==> src/rtl/stego_lsb_engine.sv <==
// LSB steganography engine: embeds message bits into, or extracts them from, bit 0
// of every byte of cover words in the shared BRAM, owning the port only while busy.
module stego_lsb_engine #(
    parameter int ADDR_WIDTH = 32,
    parameter int NUM_BYTES  = 4,
    parameter int DATA_WIDTH = NUM_BYTES * 8
) (
    input  logic                  pl_clk,
    input  logic                  pl_rst,
    input  logic                  start,
    input  logic                  op_extract,
    input  logic [ADDR_WIDTH-1:0] base_addr,
    input  logic [ADDR_WIDTH-1:0] num_words,
    input  logic [31:0]           msg_data,
    input  logic                  msg_valid,
    output logic                  msg_ready,
    output logic [31:0]           ext_data,
    output logic                  ext_valid,
    input  logic                  ext_ready,
    output logic                  bram_mode,
    output logic [ADDR_WIDTH-1:0] pl_addr,
    output logic [DATA_WIDTH-1:0] pl_din,
    output logic [NUM_BYTES-1:0]  pl_we,
    input  logic [DATA_WIDTH-1:0] pl_dout,
    output logic                  busy,
    output logic                  done
);

    localparam int GROUP = 32 / NUM_BYTES;
    localparam int KW    = $clog2(GROUP);
    localparam logic [KW-1:0]         K_LAST = KW'(GROUP - 1);
    localparam logic [ADDR_WIDTH-1:0] STRIDE = ADDR_WIDTH'(NUM_BYTES);
    localparam logic [ADDR_WIDTH-1:0] ONE    = ADDR_WIDTH'(1);

    typedef enum logic [2:0] {
        S_IDLE = 3'd0,
        S_MSG  = 3'd1,
        S_RD   = 3'd2,
        S_WAIT = 3'd3,
        S_WR   = 3'd4,
        S_OUT  = 3'd5,
        S_DONE = 3'd6
    } state_t;

    // Replace bit 0 of each byte with the message bits of word slot kk.
    function automatic logic [DATA_WIDTH-1:0] embed_word(
        input logic [DATA_WIDTH-1:0] w,
        input logic [31:0]           m,
        input logic [KW-1:0]         kk
    );
        logic [DATA_WIDTH-1:0] r;
        int idx;
        r = w;
        for (int b = 0; b < NUM_BYTES; b++) begin
            idx = NUM_BYTES * int'(kk) + b;
            r[8*b] = m[idx];
        end
        return r;
    endfunction

    // Gather bit 0 of each byte into the accumulated message word at slot kk.
    function automatic logic [31:0] extract_bits(
        input logic [31:0]           s,
        input logic [DATA_WIDTH-1:0] w,
        input logic [KW-1:0]         kk
    );
        logic [31:0] r;
        int idx;
        r = s;
        for (int b = 0; b < NUM_BYTES; b++) begin
            idx = NUM_BYTES * int'(kk) + b;
            r[idx] = w[8*b];
        end
        return r;
    endfunction

    state_t                state;
    state_t                state_nxt;
    logic                  op;
    logic [ADDR_WIDTH-1:0] addr;
    logic [ADDR_WIDTH-1:0] addr_nxt;
    logic [ADDR_WIDTH-1:0] cnt;
    logic [ADDR_WIDTH-1:0] num;
    logic [KW-1:0]         k;
    logic [31:0]           msg_reg;
    logic [31:0]           shift;
    logic [31:0]           shift_nxt;
    logic                  last;
    logic                  finished;

    // Job-progress flags and the next accumulated extract word.
    always_comb begin
        last      = ((cnt + ONE) == num);
        finished  = (cnt == num);
        shift_nxt = extract_bits(shift, pl_dout, k);
    end

    // Next-state and next-address selection.
    always_comb begin
        state_nxt = state;
        addr_nxt  = addr;
        case (state)
            S_IDLE: begin
                if (start) begin
                    addr_nxt = base_addr;
                    if (num_words == {ADDR_WIDTH{1'b0}}) begin
                        state_nxt = S_DONE;
                    end else if (op_extract) begin
                        state_nxt = S_RD;
                    end else begin
                        state_nxt = S_MSG;
                    end
                end else begin
                    state_nxt = S_IDLE;
                end
            end
            S_MSG: begin
                if (msg_valid) begin
                    state_nxt = S_RD;
                end else begin
                    state_nxt = S_MSG;
                end
            end
            S_RD: begin
                state_nxt = S_WAIT;
            end
            S_WAIT: begin
                if (op) begin
                    addr_nxt = addr + STRIDE;
                    if ((k == K_LAST) || last) begin
                        state_nxt = S_OUT;
                    end else begin
                        state_nxt = S_RD;
                    end
                end else begin
                    state_nxt = S_WR;
                end
            end
            S_WR: begin
                addr_nxt = addr + STRIDE;
                if (last) begin
                    state_nxt = S_DONE;
                end else if (k == K_LAST) begin
                    state_nxt = S_MSG;
                end else begin
                    state_nxt = S_RD;
                end
            end
            S_OUT: begin
                if (!ext_ready) begin
                    state_nxt = S_OUT;
                end else if (finished) begin
                    state_nxt = S_DONE;
                end else begin
                    state_nxt = S_RD;
                end
            end
            S_DONE: begin
                state_nxt = S_IDLE;
            end
            default: begin
                state_nxt = S_IDLE;
            end
        endcase
    end

    // State, datapath and registered outputs; outputs decode the state being entered.
    always_ff @(posedge pl_clk or posedge pl_rst) begin
        if (pl_rst) begin
            state     <= S_IDLE;
            op        <= 1'b0;
            addr      <= {ADDR_WIDTH{1'b0}};
            cnt       <= {ADDR_WIDTH{1'b0}};
            num       <= {ADDR_WIDTH{1'b0}};
            k         <= {KW{1'b0}};
            msg_reg   <= 32'h0000_0000;
            shift     <= 32'h0000_0000;
            ext_data  <= 32'h0000_0000;
            ext_valid <= 1'b0;
            msg_ready <= 1'b0;
            bram_mode <= 1'b0;
            pl_addr   <= {ADDR_WIDTH{1'b0}};
            pl_din    <= {DATA_WIDTH{1'b0}};
            pl_we     <= {NUM_BYTES{1'b0}};
            busy      <= 1'b0;
            done      <= 1'b0;
        end else begin
            state     <= state_nxt;
            addr      <= addr_nxt;
            bram_mode <= (state_nxt != S_IDLE) && (state_nxt != S_DONE);
            busy      <= (state_nxt != S_IDLE);
            done      <= (state_nxt == S_DONE);
            msg_ready <= (state_nxt == S_MSG);
            ext_valid <= (state_nxt == S_OUT);
            pl_we     <= (state_nxt == S_WR) ? {NUM_BYTES{1'b1}} : {NUM_BYTES{1'b0}};
            if (state_nxt == S_RD) begin
                pl_addr <= addr_nxt;
            end
            case (state)
                S_IDLE: begin
                    if (start) begin
                        op    <= op_extract;
                        num   <= num_words;
                        cnt   <= {ADDR_WIDTH{1'b0}};
                        k     <= {KW{1'b0}};
                        shift <= 32'h0000_0000;
                    end
                end
                S_MSG: begin
                    if (msg_valid) begin
                        msg_reg <= msg_data;
                    end
                end
                S_WAIT: begin
                    if (op) begin
                        shift <= shift_nxt;
                        cnt   <= cnt + ONE;
                        k     <= k + {{(KW-1){1'b0}}, 1'b1};
                        if (state_nxt == S_OUT) begin
                            ext_data <= shift_nxt;
                        end
                    end else begin
                        pl_din <= embed_word(pl_dout, msg_reg, k);
                    end
                end
                S_WR: begin
                    cnt <= cnt + ONE;
                    k   <= k + {{(KW-1){1'b0}}, 1'b1};
                end
                S_OUT: begin
                    // Clearing on acceptance leaves unfilled bits of a partial group at 0.
                    if (ext_ready) begin
                        shift <= 32'h0000_0000;
                    end
                end
                default: begin
                end
            endcase
        end
    end

endmodule

==> config.mk <==
export PLATFORM = sky130hd
export DESIGN_NAME = stego_lsb_engine
export DESIGN_NICKNAME = d
export VERILOG_FILES = /design/src/rtl/stego_lsb_engine.sv
export SDC_FILE = /design/constraint.sdc
export NUM_CORES = 1
export LEC_CHECK = 0
export ABC_AREA = 1
export BUFFER_PORTS_ARGS = -buffer_cell sky130_fd_sc_hd__buf_2
export CORE_MARGIN = 5
export CORE_UTILIZATION = 39
export DETAILED_ROUTE_END_ITERATION = 12
export PLACE_DENSITY_LB_ADDON = 0.1
export SETUP_SLACK_MARGIN = 0.15
export SYNTH_ARGS = -nofsm -noshare
export SYNTH_HDL_FRONTEND = slang
export SYNTH_SLANG_ARGS = --single-unit
==> constraint.sdc <==
create_clock -name pl_clk -period 9.44 [get_ports pl_clk]
set_input_delay 1.888 -clock pl_clk [delete_from_list [all_inputs] [get_ports pl_clk]]
set_output_delay 1.888 -clock pl_clk [all_outputs]
set_load 0.02 [all_outputs]
* Word level (Yosys, flattened, before mapping) *
Cells that the tools add are included.
W data, S select, Z words.

operators by class
  add/sub/neg operators = 6
  magnitude comparators = 8
  eq/ne operators = 17
  muxes and demuxes = 47
  bitwise operators = 1
  reduce and logical (&&, ||, !) cells = 17

operators by type and width
  kind                     count
  $pmux W32 S3             3
  $mux W32                 6
  $bwmux W32               4
  $ge A32 B1 Y1 const B    3
  $eq A32 B32 Y1           2
  $add A32 B1 Y32 const B  1
  $add A32 B3 Y32 const B  1
  $logic_not A32 Y1        1
  $mux W3                  9
  $eq A3 B3 Y1 const B     6
  $lt A6 B6 Y1 const B     3
  $pmux W3 S6              1
  $bmux W1 S5              3
  $demux W1 S5             3
  $add A5 B2 Y6 const B    2
  $mux W1                  11
  $eq A3 B2 Y1 const B     3
  $pmux W3 S3              1
  $reduce_bool A3 Y1       3
  $add A5 B1 Y6 const B    1
  $eq A3 B1 Y1 const B     2
  $lt A5 B6 Y1 const B     1
  $mux W2                  3
  $ne A2 B2 Y1 const B     3
  13 further kinds         20

storage, ports and cells
  flip-flop bits (word level) = 272
  bits of input ports = 134
  output and inout port bits = 105
  logic and storage cells = 113

* Depth between registers and ports, before layout *
  word-level depth = 10
  gate-level depth with buffers = 21
  mapped depth without buffers = 20

* Least setup slack after synthesis *
OpenSTA, ideal clock, no wires.

  path kind = in2reg
  start = in num_words[0]
  end = reg pl_addr[11]
  setup time = 117 ps
  arrival = 3142 ps
  data required time = 9323 ps
  slack = 6181 ps
  stages = 11
  buffers on the path = 1
  path through = nor3_1 -> nand3_1 -> nor2_1 -> nand4_1 -> a211oi_1 -> nand2_2 -> nor2_4 -> nand3_2 -> buf_2 -> nand2_1 -> nand2_1

between the ends
  word-level cells in the longest chain between the ends = 5

ends and longest elaborated chain
  item                  RTL line  source
  start, declared       13        input logic [ADDR_WIDTH-1:0] num_words,
  $logic_not A32 Y1     106       if (num_words == {ADDR_WIDTH{1'b0}}) begin
  $mux W3               106
  $mux W3               104       if (start) begin
  $pmux W3 S6           102       case (state)
  $eq A3 B2 Y1          196       if (state_nxt == S_RD) begin
  end signal, assigned  182       pl_addr <= {ADDR_WIDTH{1'b0}};
  end signal, assigned  197       pl_addr <= addr_nxt;
  end, declared         21        output logic [ADDR_WIDTH-1:0] pl_addr,

Every way passes these cells.
A chain may end at the register's enable or synchronous reset.

* Worst setup path after layout *
  start = in start
  end = reg pl_addr[26]

between the ends
  word-level cells in the longest chain between the ends = 3
  elaborated cells between the ends (all ways) = 5
  those cells by class = 1 x eq/ne; 4 x mux

ends and longest elaborated chain
  item             RTL line  source
  start, declared  10        input logic start,
  $mux W3          104
  $pmux W3 S6      102
  $eq A3 B2 Y1     196

Several ways; a longest one is shown, not always the timed one.

==> results.sh <==
export IMPL_power_switching_mw=2.18
export IMPL_post_cts_buffers=0
export IMPL_grt_max_degree=70
export IMPL_p_sw_share_pct=43.2
export IMPL_start_util_pct=39.6
export IMPL_cts_tree="built"
export IMPL_period_needed_ns=4.58
export IMPL_whs_ns=0.463
export IMPL_clock_latency_ns=0.56
export IMPL_skew_ns=0.0131
export IMPL_gp_routability_congestion=0.921
export IMPL_final_nets=2097
export IMPL_num_rows=68
export IMPL_grt_overflow=0
export IMPL_yosysUniqueCellTypes=50
export IMPL_power_frac_comb_pct=41.1
export IMPL_ios=239
export IMPL_synth_edf_count=0
export IMPL_async_flop_share_pct=100
export IMPL_layoutNonFillerInstCount=2433
export IMPL_track_usage_pct=21.8
export IMPL_route_detailed_drc=0
export IMPL_routed_via_count=12422
export IMPL_final_util_pct=47.0
export IMPL_fin_crit_sh_pct=48.5
export IMPL_critPathLaunchType="input port"
export IMPL_syn_avg_cell_area_sq_um=7.90
export IMPL_crit_type="in -> reg"
export IMPL_fmax_mhz=218
export IMPL_synth_seq_area_share_pct=48.9
export IMPL_hold_violations=0
export IMPL_first_iter_violations=675
export IMPL_vias_per_cell=5.11
export IMPL_max_slew_margin_pct=23.3
export IMPL_clkTransAtPathRegs_ns=0.06
export IMPL_p_clk_share_pct=23.5
export IMPL_vdd_drop_max_mv=0.246
export IMPL_numCtsBuffers=31
export IMPL_clkSinkCount=269
export IMPL_cts_root_buf="clkbuf_16"
export IMPL_crit_required_ns=9.88
export IMPL_ys_seq_elements=269
export IMPL_setup_tns_ns=0
export IMPL_p_seq_share_pct=35.4
export IMPL_coreArea_sq_um=34700
export IMPL_rsz0062_at_grt="false"
export IMPL_grt_pass1_vias=12496
export IMPL_worst_pin_slew_ns=1.15
export IMPL_area_delta_synth_final_pct=18.5
export IMPL_synth_flop_cell="dfrtp_1"
export IMPL_grt_pass1_wl_um=69200
export IMPL_cts_max_path_buffers=3
export IMPL_yosys_warnings=0
export IMPL_cap_viol_max_count=0
export IMPL_hold_class="reg -> reg"
export IMPL_worstSetupEndpointType="flip-flop"
export IMPL_syn_area_sq_um=13800
export IMPL_r2r_slack_ns=5.01
export IMPL_drt_pass1_iter_count=5
export IMPL_io_buffers=238
export IMPL_cp_max_fo=43
export IMPL_place_hpwl_um=30800
export IMPL_holdBufCountCts=0
export IMPL_syn_inst=1742
export IMPL_wirelength_um=42700
export IMPL_dieArea_sq_um=39100
export IMPL_cts_resized=0
export IMPL_p_int_mw=2.86
export IMPL_wire_per_inst_um=17.6
export IMPL_p_leak_nw=8.02
export IMPL_antenna_found_initial=2
export IMPL_status="completed"
export IMPL_pwr_density_cell_nw_per_um2=309
export IMPL_dp_cells=2381
export IMPL_die_w_um=198
export IMPL_setup_viol=0
export IMPL_syn_nets=1880
export IMPL_drv_slew=0
export IMPL_critPathArrivalTime_ns=5.02
export IMPL_die_y_um=198
export IMPL_drive_gt1_share_pct=18.3
export IMPL_fillers=3495
export IMPL_ant_nets=0
export IMPL_cts_htree_levels=1
-- cell usage in the layout (no fill, tap or decap), types with 5 or more instances in the layout --
cell,count
nand2_2,6
xor2_1,29
mux2_2,22
nor2_2,10
nand3_2,5
dfrtp_1,269
buf_4,14
nor2_4,8
nand3_1,71
nand2_1,547
xnor2_1,19
nor3_1,26
o21ai_0,169
nor2_1,138
nand4_1,46
o22ai_1,15
a31oi_1,5
clkbuf_1,10
clkinv_1,6
nor4_1,8
buf_2,238
inv_1,161
a221oi_1,13
clkbuf_16,31
nand3b_1,5
a21oi_1,45
-- layer usage --
layer | global-route usage [%] | part of all wire (%) | vias to the layer above
met5 | 0 | 0.047 | -
met2 | 35.1 | 46 | 317
met1 | 30.7 | 46 | 5936
met4 | 5.64 | 2.6 | 2
met3 | 3.54 | 5.5 | 64
li1 | - | - | 6103
-- worst max-delay path, stage by stage --
cell,delay [ns]
buf_2,0.13
inv_1,0.13
nor2_4,0.05
inv_1,0.05
buf_4,0.37
nor2_1,0.08
a211oi_1,0.35
nand2_2,0.11
nor2_4,0.73
nand3_2,0.81
nand2_1,0.23
nand2_1,0.08
-- metrics by stage --
| stage | power [mW] | setup slack, ns | area (sq um) |
|---|---|---|---|
| after floorplan | 3.24 | 4.00 | 13800 |
| after global placement | 3.86 | 4.40 | 15300 |
| after detailed placement | 3.89 | 4.25 | 15300 |
| after CTS | 5.09 | 4.84 | 16300 |
| after global routing | 5.42 | 4.53 | 16300 |
| final | 5.04 | 4.86 | 16300 |
-- kinds of logic (layout without fill, tap and decap cells) --
logic type / after synthesis / count (layout) / synth area share (%)
other cells: 0 / 1 / 0
fa+ha+maj: 4 / 4 / 0.364
flops: 269 / 269 / 48.9
compound gates: 277 / 277 / 11.4
simple gates: 882 / 882 / 27.4
xor+xnor: 48 / 48 / 3.06
mux: 22 / 22 / 1.80
buf+inv: 240 / 475 / 7.12
-- power by group through the flow --
stage               Combinational, mW  Clock (mW)  Sequential [mW]
global placement                 2.06           0             1.80
detailed placement               2.09           0             1.80
CTS                              2.09        1.22             1.78
finish                           2.07        1.18             1.78
floorplan                        1.34           0             1.89
global route                     2.32        1.27             1.83
-- synthesized netlist by cell type (all sizes together) (2+ instances only) --
master	instances	area [sq um]
o21bai	3	22.5
o311ai	3	26.3
a21oi	47	250
o21ai	171	856
xnor2	19	166
xor2	29	254
o22ai	15	93.8
o211ai	4	30.0
or2	4	25.0
a21boi	2	15.0
a31oi	5	31.3
nand4	46	288
nand2	555	2110
nor2	157	681
a221o	3	30.0
nor4	8	50.1
a22oi	4	30.0
ha	4	50.1
dfrtp	269	6730
inv	166	623
nor3	28	150
clkbuf	45	169
mux2	22	248
o2111ai	2	17.5
buf	23	165
nand3b	5	37.5
a211oi	2	15.0
a221oi	13	114
nand3	76	400
clkinv	6	22.5
-- layout make-up --
type                       instances  area [sq um]  area share [%]
timing repair buffer             252          1300            7.95
clock buffer                      45           868            5.33
multi-input combinational       1233          6080            37.3
clock inverter                     6           105           0.645
antenna                            1          2.50          0.0153
sequential                       269          6730            41.3
tap                              455           569            3.49
inverter                         172           649            3.98
-- final timing paths --
path,start,to,cells after the start
worst min register to register,pl_din[29]$_DFFE_PP0P_,pl_din[29]$_DFFE_PP0P_,2
max in group asynchronous,pl_rst,num[4]$_DFFE_PP0P_,3
worst max-delay path,start,pl_addr[26]$_DFFE_PP0N_,12
worst min-delay path,pl_din[29]$_DFFE_PP0P_,pl_din[29]$_DFFE_PP0P_,2
min in group asynchronous,pl_rst,ext_data[19]$_DFFE_PP0P_,2
worst max register to register,cnt[0]$_DFFE_PP0P_,pl_addr[26]$_DFFE_PP0N_,18
No activity file was read; power rests on OpenSTA's default activity.
